<file path="src/rtl/uart_rcv_fifo.sv">
// UART receiver with runtime frame configuration, mid-bit start validation,
// optional even/odd parity and a small receive FIFO popped by the bus side.
module uart_rcv_fifo #(
  parameter int MAX_DATA   = 8,
  parameter int FIFO_DEPTH = 4,
  parameter int PERIOD_W   = 14
) (
  input  logic                          clk,
  input  logic                          n_rst,
  input  logic                          serial_in,
  input  logic [3:0]                    data_size,
  input  logic [PERIOD_W-1:0]           bit_period,
  input  logic [1:0]                    parity_mode,
  input  logic                          data_read,
  output logic [MAX_DATA-1:0]           rx_data,
  output logic                          data_ready,
  output logic [$clog2(FIFO_DEPTH):0]   fifo_count,
  output logic                          overrun_error,
  output logic                          framing_error,
  output logic                          parity_error
);

  localparam int         PTR_W = $clog2(FIFO_DEPTH);
  localparam int         CNT_W = PTR_W + 1;
  localparam logic [4:0] MAX_N = 5'(MAX_DATA);

  typedef enum logic [2:0] {IDLE, START_CHK, DATA, PARITY, STOP, LOAD} state_t;

  // Data bits per frame limited to 5..MAX_DATA.
  function automatic logic [4:0] clamp_size(input logic [3:0] ds);
    logic [4:0] n;
    n = {1'b0, ds};
    if (n < 5'd5)       n = 5'd5;
    else if (n > MAX_N) n = MAX_N;
    return n;
  endfunction

  // Bit periods shorter than 4 clocks are stretched to 4 so the half-bit
  // offset is always at least 2.
  function automatic logic [PERIOD_W-1:0] clamp_period(input logic [PERIOD_W-1:0] bp);
    logic [PERIOD_W-1:0] p;
    p = bp;
    if (bp < PERIOD_W'(4)) p = PERIOD_W'(4);
    return p;
  endfunction

  state_t                state, state_nxt;
  logic                  sync1, rx_s, rx_prev;
  logic [PERIOD_W-1:0]   cnt, bp_lat, bp_in;
  logic [4:0]            bit_idx, n_lat;
  logic                  par_en, par_odd;
  logic [MAX_DATA-1:0]   shift;
  logic                  par_acc, stop_bit;
  logic [MAX_DATA-1:0]   mem [FIFO_DEPTH];
  logic [PTR_W-1:0]      wr_ptr, rd_ptr;

  logic start_evt, tick, last_bit, sampling, load;
  logic par_fail, frame_ok, full, push, pop;

  assign bp_in     = clamp_period(bit_period);
  assign start_evt = (state == IDLE) && !rx_s && rx_prev;
  assign tick      = (cnt == '0);
  assign last_bit  = (bit_idx == n_lat - 5'd1);
  assign sampling  = (state inside {START_CHK, DATA, PARITY, STOP});
  assign load      = (state == LOAD);
  assign par_fail  = par_en && (par_acc != par_odd);
  assign frame_ok  = stop_bit && !par_fail;
  assign full      = (fifo_count == CNT_W'(FIFO_DEPTH));
  assign pop       = data_read && (fifo_count != '0);
  assign push      = load && frame_ok && (!full || pop);

  assign data_ready = (fifo_count != '0);
  assign rx_data    = data_ready ? mem[rd_ptr] : '0;

  // Two-flop synchronizer plus one delayed copy for falling-edge detection.
  always_ff @(posedge clk or negedge n_rst) begin
    if (!n_rst) begin
      sync1   <= 1'b1;
      rx_s    <= 1'b1;
      rx_prev <= 1'b1;
    end else begin
      sync1   <= serial_in;
      rx_s    <= sync1;
      rx_prev <= rx_s;
    end
  end

  // Receiver state register.
  always_ff @(posedge clk or negedge n_rst) begin
    if (!n_rst) state <= IDLE;
    else        state <= state_nxt;
  end

  // Next-state logic; every sampling state advances only on a counter tick.
  always_comb begin
    state_nxt = state;
    case (state)
      IDLE:      if (start_evt) state_nxt = START_CHK;
      START_CHK: if (tick) state_nxt = rx_s ? IDLE : DATA;
      DATA:      if (tick && last_bit) state_nxt = par_en ? PARITY : STOP;
      PARITY:    if (tick) state_nxt = STOP;
      STOP:      if (tick) state_nxt = LOAD;
      LOAD:      state_nxt = IDLE;
      default:   state_nxt = IDLE;
    endcase
  end

  // Frame configuration latch, bit-time counter and data bit index.
  always_ff @(posedge clk or negedge n_rst) begin
    if (!n_rst) begin
      cnt     <= '0;
      bp_lat  <= PERIOD_W'(4);
      n_lat   <= 5'd5;
      bit_idx <= '0;
      par_en  <= 1'b0;
      par_odd <= 1'b0;
    end else if (start_evt) begin
      n_lat   <= clamp_size(data_size);
      bp_lat  <= bp_in;
      par_en  <= (parity_mode == 2'b01) || (parity_mode == 2'b10);
      par_odd <= (parity_mode == 2'b10);
      cnt     <= (bp_in >> 1) - PERIOD_W'(1);
      bit_idx <= '0;
    end else if (sampling) begin
      if (tick) cnt <= bp_lat - PERIOD_W'(1);
      else      cnt <= cnt - PERIOD_W'(1);
      if (state == DATA && tick) bit_idx <= bit_idx + 5'd1;
    end
  end

  // Sampled frame contents: data LSB first, running parity, stop bit.
  always_ff @(posedge clk) begin
    if (start_evt) begin
      shift   <= '0;
      par_acc <= 1'b0;
    end else if (tick) begin
      case (state)
        DATA: begin
          shift   <= shift | (MAX_DATA'(rx_s) << bit_idx);
          par_acc <= par_acc ^ rx_s;
        end
        PARITY:  par_acc  <= par_acc ^ rx_s;
        STOP:    stop_bit <= rx_s;
        default: ;
      endcase
    end
  end

  // FIFO storage; only the head entry is ever visible on rx_data.
  always_ff @(posedge clk) begin
    if (push) mem[wr_ptr] <= shift;
  end

  // FIFO pointers and occupancy.
  always_ff @(posedge clk or negedge n_rst) begin
    if (!n_rst) begin
      wr_ptr     <= '0;
      rd_ptr     <= '0;
      fifo_count <= '0;
    end else begin
      if (push) wr_ptr <= wr_ptr + PTR_W'(1);
      if (pop)  rd_ptr <= rd_ptr + PTR_W'(1);
      case ({push, pop})
        2'b10:   fifo_count <= fifo_count + CNT_W'(1);
        2'b01:   fifo_count <= fifo_count - CNT_W'(1);
        default: ;
      endcase
    end
  end

  // Status flags: frame errors reflect the last completed frame, overrun is sticky until a pop.
  always_ff @(posedge clk or negedge n_rst) begin
    if (!n_rst) begin
      framing_error <= 1'b0;
      parity_error  <= 1'b0;
      overrun_error <= 1'b0;
    end else begin
      if (load) begin
        framing_error <= !stop_bit;
        parity_error  <= par_fail;
      end
      if (load && frame_ok && full && !pop) overrun_error <= 1'b1;
      else if (pop)                         overrun_error <= 1'b0;
    end
  end

endmodule

</file>
<file path="config.mk">
export PLATFORM = sky130hd
export DESIGN_NAME = uart_rcv_fifo
export DESIGN_NICKNAME = d
export VERILOG_FILES = /design/src/rtl/uart_rcv_fifo.sv
export SDC_FILE = /design/constraint.sdc
export NUM_CORES = 1
export LEC_CHECK = 0
export ABC_AREA = 1
export BUFFER_PORTS_ARGS = -buffer_cell sky130_fd_sc_hd__clkbuf_2
export CAP_MARGIN = 20
export CORE_MARGIN = 10
export CORE_UTILIZATION = 25
export DETAILED_ROUTE_END_ITERATION = 10
export GPL_TIMING_DRIVEN = 0
export SLEW_MARGIN = 20
export SYNTH_ARGS = -nofsm -noshare
export SYNTH_HDL_FRONTEND = slang
export SYNTH_SLANG_ARGS = --single-unit
export TNS_END_PERCENT = 50
</file>
<file path="constraint.sdc">
create_clock -name clk -period 4.1 [get_ports clk]
set_input_delay 0.205 -clock clk [delete_from_list [all_inputs] [get_ports clk]]
set_output_delay 0.205 -clock clk [all_outputs]
set_load 0.01 [all_outputs]
</file>
Word level (Yosys, flattened, before mapping) --
Memories as Yosys holds them, arrays and structs flattened. Cells that the tools add are included. W data, S select, Z words.
Storage, ports and cells: register bits 66, bits in writable memories 32, bits of input ports 24, output and inout port bits 15, logic and storage cells 108, memories 1
Memory list:
- mem | depth 4, bits a word 8, read ports 1, clocked after memory_dff 0, write ports 1, line 54 | logic [MAX_DATA-1:0] mem [FIFO_DEPTH];
Cells by class: $add $sub $neg 9, magnitude comparators 3, equal/unequal tests 17, shifts and indexed selects 1, multiplexer cells 23, bitwise logic cells 3, reduce and logical (&&, ||, !) cells 32
Operators with widths (count):
- $mux W14 | 4
- $sub A14 B1 Y14 const B | 2
- $mux W3 | 6
- $mux W5 | 3
- $pmux W3 S5 | 1
- $logic_not A14 Y1 | 1
- $lt A14 B3 Y1 const B | 1
- $sub A13 B1 Y14 const B | 1
- $logic_and A1 B1 Y1 | 11
- $eq A3 B3 Y1 const B | 3
- $mux W4 | 2
- $mux W8 | 1
- $ne A2 B2 Y1 const B | 4
- $or A8 B8 Y8 | 1
- $reduce_bool A2 Y1 | 4
- $shl A1 B5 Y8 | 1
- $eq A3 B2 Y1 const B | 2
- $pmux W3 S2 | 1
- $reduce_and A2 Y1 | 3
- $add A5 B1 Y5 const B | 1
- $eq A5 B5 Y1 | 1
- $logic_not A1 Y1 | 5
- $reduce_and A5 Y1 | 1
- $sub A5 B1 Y5 const B | 1
- other kinds (20) | 27

Logic depth before layout (Yosys ltp) --
Gate-level depths: netlist of the first run.
word-level depth 8, depth in mapped cells 17, depth with buffers taken out 16

Worst setup path before layout of the first run --
Ideal clock, no wire load.
path kind flip-flop to flip-flop, start point reg fifo_count[1], end point reg fifo_count[2], library setup time 0.131 ns, arrival 2.193 ns, slack 1.776 ns, stages on the path, launching flop included 12, path through dfrtp_1 -> nor2_1 -> nand2_1 -> clkinv_1 -> nor2_1 -> o21bai_2 -> ha_1 -> inv_1 -> fa_1 -> a21oi_1 -> o21ai_0 -> xor2_1
On the way: cells in the longest elaborated chain, start to end 6, elaborated cells on any way between the ends 12, classes of those cells 2 x add/sub; 3 x eq/ne; 1 x mux; 6 x reduce/logical
RTL lines:
- from (decl) | line 17 | output logic [$clog2(FIFO_DEPTH):0] fifo_count,
- from (signal assigned) | line 164 | 2'b10: fifo_count <= fifo_count + CNT_W'(1);
- from (signal assigned) | line 165 | 2'b01: fifo_count <= fifo_count - CNT_W'(1);
- $reduce_bool A3 Y1 (*)
- via data_ready | line 16 | output logic data_ready,
- $logic_and A1 B1 Y1 (*) | line 69 | assign pop = data_read && (fifo_count != '0);
- via pop | line 58 | logic par_fail, frame_ok, full, push, pop;
- $logic_or A1 B1 Y1 | line 70 | assign push = load && frame_ok && (!full || pop);
- $logic_and A1 B1 Y1 | line 70
- $eq A2 B1 Y1 / $eq A2 B2 Y1 (equally long branches) | line 163 | case ({push, pop})
- $pmux W3 S2 / $reduce_bool A2 Y1 (equally long branches)
The timed path passes the listed nets; every way through them passes the cells marked *. A chain may end at the register's enable or synchronous reset.

Worst setup path in the final report of the first run --
start point reg fifo_count[1], end point reg fifo_count[2]
On the way: cells in the longest elaborated chain, start to end 6, elaborated cells on any way between the ends 12, classes of those cells 2 x add/sub; 3 x eq/ne; 1 x mux; 6 x reduce/logical
RTL lines (line):
- $reduce_bool A3 Y1 (*) | 69
- $logic_and A1 B1 Y1 (*) | 69
- via pop | 58
- $logic_or A1 B1 Y1 | 70
- $logic_and A1 B1 Y1 | 70
- $eq A2 B1 Y1 / $eq A2 B2 Y1 (equally long branches) | 163
- $pmux W3 S2 / $reduce_bool A2 Y1 (equally long branches)
Marks and branches as above.

==> flow_summary.json, run 1 <==
{
  "syn_area_per_cell_um2": 8.54,
  "power_switching_w": 0.00163,
  "synth-compound-area-share_pct": 9.84,
  "yosysMostFrequentCell": "nand2_1",
  "setup-violations-final": 0,
  "power_leakage_nw": 2.62,
  "drive_above_1_share_pct": 17.4,
  "fin_cells": 904,
  "slew_headroom_pct": 50.7,
  "ys_ff_latch": 97,
  "ys_warn_count": 0,
  "end_kind": "flip-flop",
  "antenna_found_initial": 0,
  "ys_seq_area_share_pct": 51.4,
  "min_path_type": "input port to flip-flop",
  "dp.cells": 886,
  "powerDensity_nw_per_um2": 670,
  "tns_ns": 0,
  "worst_pin_slew_ns": 0.737,
  "drt-vias-per-instance": 4.25,
  "fmax_mhz": 395,
  "final.period_utilization_pct": 61.7,
  "place_hpwl_um": 8170,
  "async_flop_share_pct": 56.7,
  "grt_setup_unrepaired": "false",
  "muxShareOfSynthArea_pct": 0,
  "synth_edf_count": 33,
  "r2r_cells": 11,
  "grt_pass1_vias": 3710,
  "wirelength_um": 11000,
  "hold_viol_final": 0,
  "maxCapViolations": 0,
  "fin_worst_skew_ns": 0.00776,
  "ios": 39,
  "grt_use_total_pct": 8.73,
  "seq_area_um2": 2550,
  "numCtsBuffers": 9,
  "syn_nets": 616,
  "post-synth-top-area-cell": "dfrtp_1",
  "worst_setup_path_start_kind": "flip-flop",
  "worstPathCellList": "nor2_1 > nand2_1 > clkinv_1 > nor2_1 > o21bai_2 > ha_1 > inv_1 > fa_1 > a21oi_1 > o21ai_0 > xor2_1",
  "worstPathArrival_ns": 2.76,
  "fp-row-count": 51,
  "port_buffers": 38,
  "dieArea_um2": 25900,
  "synth_flop_cell": "dfrtp_1",
  "synth_top_area_share_pct": 24.7,
  "power_w": 0.00391,
  "h-tree-depth": 3,
  "remaining_drc_errors": 0,
  "crit_fanout": 9,
  "synthCells": 582,
  "n_fill_cell": 2102,
  "multiInputGateArea_um2": 2010,
  "pwr-share-clk_pct": 20.9,
  "ys_top_cells_by_area": "dfrtp_1 (25%), edfxtp_1 (20%), nand2_1 (9.0%)",
  "worstHoldEndpoint": "overrun_error",
  "cp.required_ns": 4.33,
  "synth_common_cells": "nand2_1 (119), nor2_1 (78), inv_1 (71)",
  "r2r-start": "fifo_count[1]",
  "diodes": 0,
  "switching_share_pct": 41.7,
  "crit_type": "flip-flop to flip-flop",
  "synthSimpleGateAreaFrac_pct": 26.4,
  "fp.dieW_um": 161,
  "slowest_stage": "dfrtp_1",
  "grt_overflow_total": 0,
  "cts_tree": "built",
  "core_um2": 19500,
  "clock_sinks": 97,
  "finalMaxSlewViolations": 0,
  "pwr-share-comb_pct": 43.8,
  "cp_num_buf_inv": 2,
  "ant_nets": 0,
  "p_int_w": 0.00228,
  "num_vias": 3839,
  "whs_path_depth": 2,
  "yosysUniqueCellTypes": 43,
  "fp.dieH_um": 161,
  "postCtsResizedCells": 0,
  "yosys.area_share.xor_xnor_pct": 1.59,
  "grt_max_degree": 50,
  "root_buffer": "clkbuf_16",
  "ir_drop_mv": 0.242,
  "first_iter_violations": 185,
  "r2r-end": "fifo_count[2]",
  "worst_path_dominant_cell_family": "compound AO/OA/AOI/OAI gates",
  "clk_pin_slew_ns": 0.07,
  "cp_common_cell": "nor2_1",
  "clock_latency_ns": 0.35,
  "start_util_pct": 25.5,
  "syn_to_final_growth_pct": 17.3,
  "gp_routability_congestion": 0.771,
  "max_stage_delay_ns": 0.42,
  "status": "finished clean",
  "r2r_setup_slack_ns": 1.57,
  "yosys.area_share.adder_pct": 2.67,
  "synth_top_family_by_area": "simple AND/OR/NAND/NOR gates",
  "wl_per_cell_um": 12.1,
  "synthesis.area_um2": 4970,
  "seqPwrFrac_pct": 35.3,
  "worstHoldStart": "data_read",
  "nNetsFinal": 668,
  "period_needed_ns": 2.53,
  "cts_buffer_depth": 2,
  "dr.pass1.iters": 6,
  "grt_pass1_wl_um": 18600
}
-- sequential cells by signal (all words and copies together) (netlist names), 3 cells and up --
| name | cells |
|---|---|
| mem | 32 |
| cnt | 14 |
| shift | 8 |
| n_lat | 4 |
| bp_lat | 14 |
| state | 3 |
| bit_idx | 5 |
| fifo_count | 3 |
-- cell usage in the layout (no fill, tap or decap), types with 2 or more instances in the layout --
master	synthesis	layout
clkbuf_16	0	9
o22ai_1	3	3
nor2_4	4	4
nand3b_1	2	2
nand2_2	8	8
buf_2	2	2
o21ai_1	5	5
nor2_8	2	2
a31oi_1	4	4
nand3_1	34	34
inv_2	6	6
buf_4	3	3
and2_1	2	2
xnor2_1	2	2
buf_6	4	4
xor2_1	7	7
nand2_4	4	4
o21bai_1	3	3
nor2_2	9	9
dfstp_2	6	6
ha_1	9	9
inv_1	71	71
edfxtp_1	33	33
clkinv_4	0	3
a21oi_1	18	18
nand3_2	4	4
clkbuf_2	0	37
dfxtp_1	9	9
o211ai_1	2	2
o21ai_0	48	48
dlygate4sd3_1	0	2
clkbuf_1	6	6
dfrtp_1	49	49
clkinv_1	3	4
inv_8	0	3
nor2_1	78	78
nand2_1	119	119
nand4_1	8	8
nor3_1	6	6
-- metrics by stage --
step | area, um^2 | worst slack, ns | hold slack, ns | util [%]
floorplan | 4970 | 1.78 | -0.0906 | -
global placement | 5490 | 1.61 | 0.306 | 28.1
global route | 5830 | 1.29 | 0.0399 | 29.9
detailed placement | 5520 | 1.57 | 0.0592 | 28.3
CTS | 5830 | 1.56 | 0.0433 | 29.9
finish | 5830 | 1.57 | 0.0498 | 29.9
-- area by class of cell --
type | count | area share, %
Sequential cell | 97 | 43.8
Multi-Input combinational cell | 389 | 34.5
Timing Repair Buffer | 41 | 4.12
Inverter | 80 | 5.15
Tap cell | 265 | 5.69
Clock inverter | 7 | 1.09
Clock buffer | 9 | 3.86
Buffer | 16 | 1.78
-- kinds of logic (layout without fill, tap and decap cells) --
group,after synthesis,count (layout)
flops,97,97
simple gates,282,282
compound gates,88,88
xor+xnor,9,9
fa+ha+maj,10,10
buf+inv,96,153
-- worst reg2reg max path: stages, from the launching register on --
cell and delay [ns]:
dfrtp_1 0.42, nor2_1 0.14, nand2_1 0.10, clkinv_1 0.19, nor2_1 0.15, o21bai_2 0.35
ha_1 0.20, inv_1 0.07, fa_1 0.38, a21oi_1 0.14, o21ai_0 0.11, xor2_1 0.15
-- timing repair --
action | 4_1_cts | 5_1_grt
setup buffers | 0 | 0
hold endpoints to repair | 50 | 0
hold buffers | 2 | 0
-- power by group through the flow --
stage	Clock, W	Combinational [W]	Sequential, W
2_1_floorplan	0	0.00129	0.00138
3_3_place_gp	0	0.00169	0.00139
3_5_place_dp	0	0.00172	0.00139
4_1_cts	0.000837	0.00173	0.00138
5_1_grt	0.000880	0.00197	0.00141
6_report	0.000818	0.00171	0.00138
-- routing by layer --
| metal | part of all wire (%) | global-route usage (%) |
|---|---|---|
| met1 | 47 | 11.0 |
| met2 | 48 | 14.6 |
| met3 | 3.9 | 2.34 |
| met4 | 0.88 | 2.11 |
| met5 | 0 | 0 |
-- how the worst max path moves through the flow --
| stage | startpoint | end | slack, ns | cells past startpoint |
|---|---|---|---|---|
| after floorplan | fifo_count[1] | fifo_count[2] | 1.78 | 11 |
| after detailed placement | fifo_count[0] | fifo_count[2] | 1.57 | 11 |
| final | fifo_count[1] | fifo_count[2] | 1.57 | 11 |
| after global placement | fifo_count[1] | fifo_count[2] | 1.61 | 11 |
| after global routing | fifo_count[0] | fifo_count[2] | 1.29 | 11 |
| after CTS | fifo_count[0] | fifo_count[2] | 1.56 | 11 |
Note: power is estimated with default switching activity, not from simulation.
==> run 2: changes to the inputs <==
--- a/config.mk
+++ b/config.mk
@@ -5,7 +5,7 @@
 export SDC_FILE = /design/constraint.sdc
 export NUM_CORES = 1
 export LEC_CHECK = 0
-export ABC_AREA = 1
+export ABC_AREA = 0
 export BUFFER_PORTS_ARGS = -buffer_cell sky130_fd_sc_hd__clkbuf_2
 export CAP_MARGIN = 20
 export CORE_MARGIN = 10
==> constraint.sdc (replaced) <==
create_clock -name clk -period 2.4 [get_ports clk]
set_input_delay 0.12 -clock clk [delete_from_list [all_inputs] [get_ports clk]]
set_output_delay 0.12 -clock clk [all_outputs]
set_load 0.01 [all_outputs]
==> run 2 against run 1 <==
The run now ends with setup timing left. First-iteration DRC count grew 75%. Routed wire length grew 16%. Sequential share of layout area shrank 3.5 points. Via count grew 0.44%. Area after synthesis shrank 6.3%. Synthesized cell count shrank 25%. Worst hold slack lost 0.022 ns. Die area shrank 5.5%. Critical endpoint is now cnt[9].
==> flow_summary.json, run 2 <==
{
  "status": "finished, violations left",
  "failed_checks": "setup timing",
  "ys_warn_count": 0,
  "largest_register_ffs": 32,
  "synth_common_cells": "nand2_1 (56), dfrtp_1 (49), nor2_1 (34)",
  "power_switching_w": 0.00231,
  "grt_pass1_wl_um": 20000,
  "fp.dieH_um": 156,
  "slew_headroom_pct": 40.2,
  "antenna_found_initial": 0,
  "period_needed_ns": 2.71,
  "grt_max_degree": 36,
  "grt_setup_unrepaired": "true",
  "post-synth-top-area-cell": "dfrtp_1",
  "setup-violations-final": 9,
  "ys_ff_latch": 97,
  "switching_share_pct": 36.5,
  "worst_pin_slew_ns": 0.889,
  "async_flop_share_pct": 56.7,
  "syn_nets": 470,
  "power_w": 0.00633,
  "layout_common_cells": "nand2_1 (53), dfrtp_1 (47), buf_4 (46), clkbuf_2 (41), edfxtp_1 (33)",
  "gp_routability_congestion": 0.871,
  "synth_top_area_share_pct": 26.3,
  "top_register": "mem",
  "drt-vias-per-instance": 4.99,
  "clock_sinks": 97,
  "synth_edf_count": 33,
  "final_cell_area_um2": 6340,
  "grt_use_total_pct": 10.3,
  "r2r_cells": 6,
  "syn_area_per_cell_um2": 10.7,
  "crit_start": "rx_prev",
  "synth_flop_cell": "dfrtp_1",
  "fin_util_pct": 35.0,
  "cts_buffer_depth": 2,
  "start_util_pct": 25.7,
  "fmax_mhz": 369,
  "powerDensity_nw_per_um2": 998,
  "worstPathArrival_ns": 2.98,
  "final.period_utilization_pct": 113,
  "p_int_w": 0.00402,
  "nNetsFinal": 572,
  "wl_per_cell_um": 16.5,
  "numCtsBuffers": 9,
  "ir_drop_mv": 0.431,
  "first_iter_violations": 323,
  "cp.required_ns": 2.68,
  "port_buffers": 38,
  "grt_overflow_total": 0,
  "grt_pass1_vias": 3940,
  "fin_worst_skew_ns": 0.00615,
  "drive_above_1_share_pct": 35.2,
  "r2r-start": "rx_prev",
  "timing.final.ws_setup_ns": -0.307,
  "ys_seq_area_share_pct": 54.9,
  "diodes": 0,
  "fp-row-count": 49,
  "crit_fanout": 8,
  "place_hpwl_um": 8430,
  "ios": 39,
  "clock_latency_ns": 0.36,
  "cts_tree": "built",
  "maxCapViolations": 0,
  "crit_type": "flip-flop to flip-flop",
  "core_um2": 18100,
  "pwr-share-comb_pct": 36.9,
  "ant_nets": 0,
  "dr.pass1.iters": 5,
  "min_path_type": "input port to flip-flop",
  "yosysUniqueCellTypes": 61,
  "h-tree-depth": 3,
  "finalMaxSlewViolations": 0,
  "clk_pin_slew_ns": 0.08,
  "worst_setup_path_start_kind": "flip-flop",
  "placedInstanceArea_um2": 5190,
  "reg_top3": "mem (32), bp_lat (14), cnt (14)",
  "synthCells": 436,
  "layout_commonest_cell": "nand2_1",
  "num_vias": 3856,
  "fp.dieW_um": 156,
  "synthesis.area_um2": 4660,
  "r2r_setup_slack_ns": -0.31,
  "syn_to_final_growth_pct": 36.3,
  "seqPwrFrac_pct": 38.6,
  "remaining_drc_errors": 0,
  "pwr-share-clk_pct": 24.5,
  "dieArea_um2": 24500,
  "power_leakage_nw": 2.59,
  "endpoint": "cnt[9]",
  "hold_viol_final": 0,
  "wirelength_um": 12700,
  "ys_top_cells_by_area": "dfrtp_1 (26%), edfxtp_1 (21%), nand2_1 (4.5%)",
  "root_buffer": "clkbuf_16",
  "r2r-end": "cnt[9]",
  "end_kind": "flip-flop",
  "yosysMostFrequentCell": "nand2_1"
}
run 2: cell types whose count changed in the layout (fill, tap and decap cells not counted), moves of 6 or more:
cell,delta
nand2_1,-66
inv_1,-60
nor2_1,-48
buf_4,+43
o21ai_0,-33
nand3_1,-24
and2_1,+9
mux4_2,+8
nor2_2,-8
nand2_2,-6
xor2_1,+6
run 2: cells by family after synthesis:
family / share of synthesized area, %
xor gates and xnor gates: 4.14
and+or+nand+nor: 17.2
muxes: 4.33
AOI/OAI and AO/OA: 13.3
adders and majority gates: 2.85
buffers and inverters: 3.33
DFF: 54.9
run 2: how the worst min path moves through the flow:
stage | start | endpoint | cells after the start
floorplan | n_rst | bit_idx[0] | 0
global placement | serial_in | sync1 | 1
detailed placement | n_rst | bp_lat[4] | 1
CTS | bit_period[13] | bp_lat[13] | 3
global route | bit_period[12] | bp_lat[12] | 3
finish | bit_period[13] | bp_lat[13] | 3
run 2: cell type report:
cell class              instances  area [um^2]
well taps                     229          287
multi-input cells             301         2270
fillers                      1765        11800
flip-flops and latches         97         2560
repair buffers                 95          677
inverters                      13         52.6
clock buffers                   9          225
clock inverters                 7         90.1
plain buffers                  21          184
run 2: power by group through the flow:
stage          Combinational [W]  Clock (W)  Sequential, W
5_1_grt                  0.00255    0.00166        0.00249
3_5_place_dp             0.00182          0        0.00234
6_report                 0.00234    0.00155        0.00244
2_1_floorplan            0.00134          0        0.00227
3_3_place_gp             0.00174          0        0.00233
4_1_cts                  0.00215    0.00158        0.00235
run 2: stage by stage:
stage	hold slack, ns	cells	setup slack (ns)	TNS, ns
after floorplan	-0.176	436	-0.214	-0.754
after global placement	0.225	703	-0.972	-25.38
after detailed placement	0.0671	704	-0.575	-18.61
after CTS	0.00964	751	-0.280	-2.32
after global routing	0.0371	772	-0.372	-3.21
final	0.0276	772	-0.307	-2.03
run 2: critical path: stages, from the launching register on:
cell and delay [ns]:
dfstp_2 0.53, or4b_4 0.57, or3_4 0.39, a211oi_4 0.30, nand3_2 0.12, or4_1 0.53, a31oi_1 0.18
run 2: layer usage:
metal / GRT usage (%) / vias to the layer above / routed length (um)
li1: - / 1777 / -
met4: 4.27 / 0 / 352
met1: 11.9 / 1909 / 5110
met5: 0 / - / 0
met3: 3.26 / 34 / 909
met2: 17.1 / 136 / 6370
run 2: what timing repair did:
action,CTS,global route
cloned,0,1
setup buffers,25,24
hold buffers,6,0
pin swaps,19,33
endpoints found under the setup margin,78,85
gates resized for setup,52,61
hold endpoints to repair,26,0
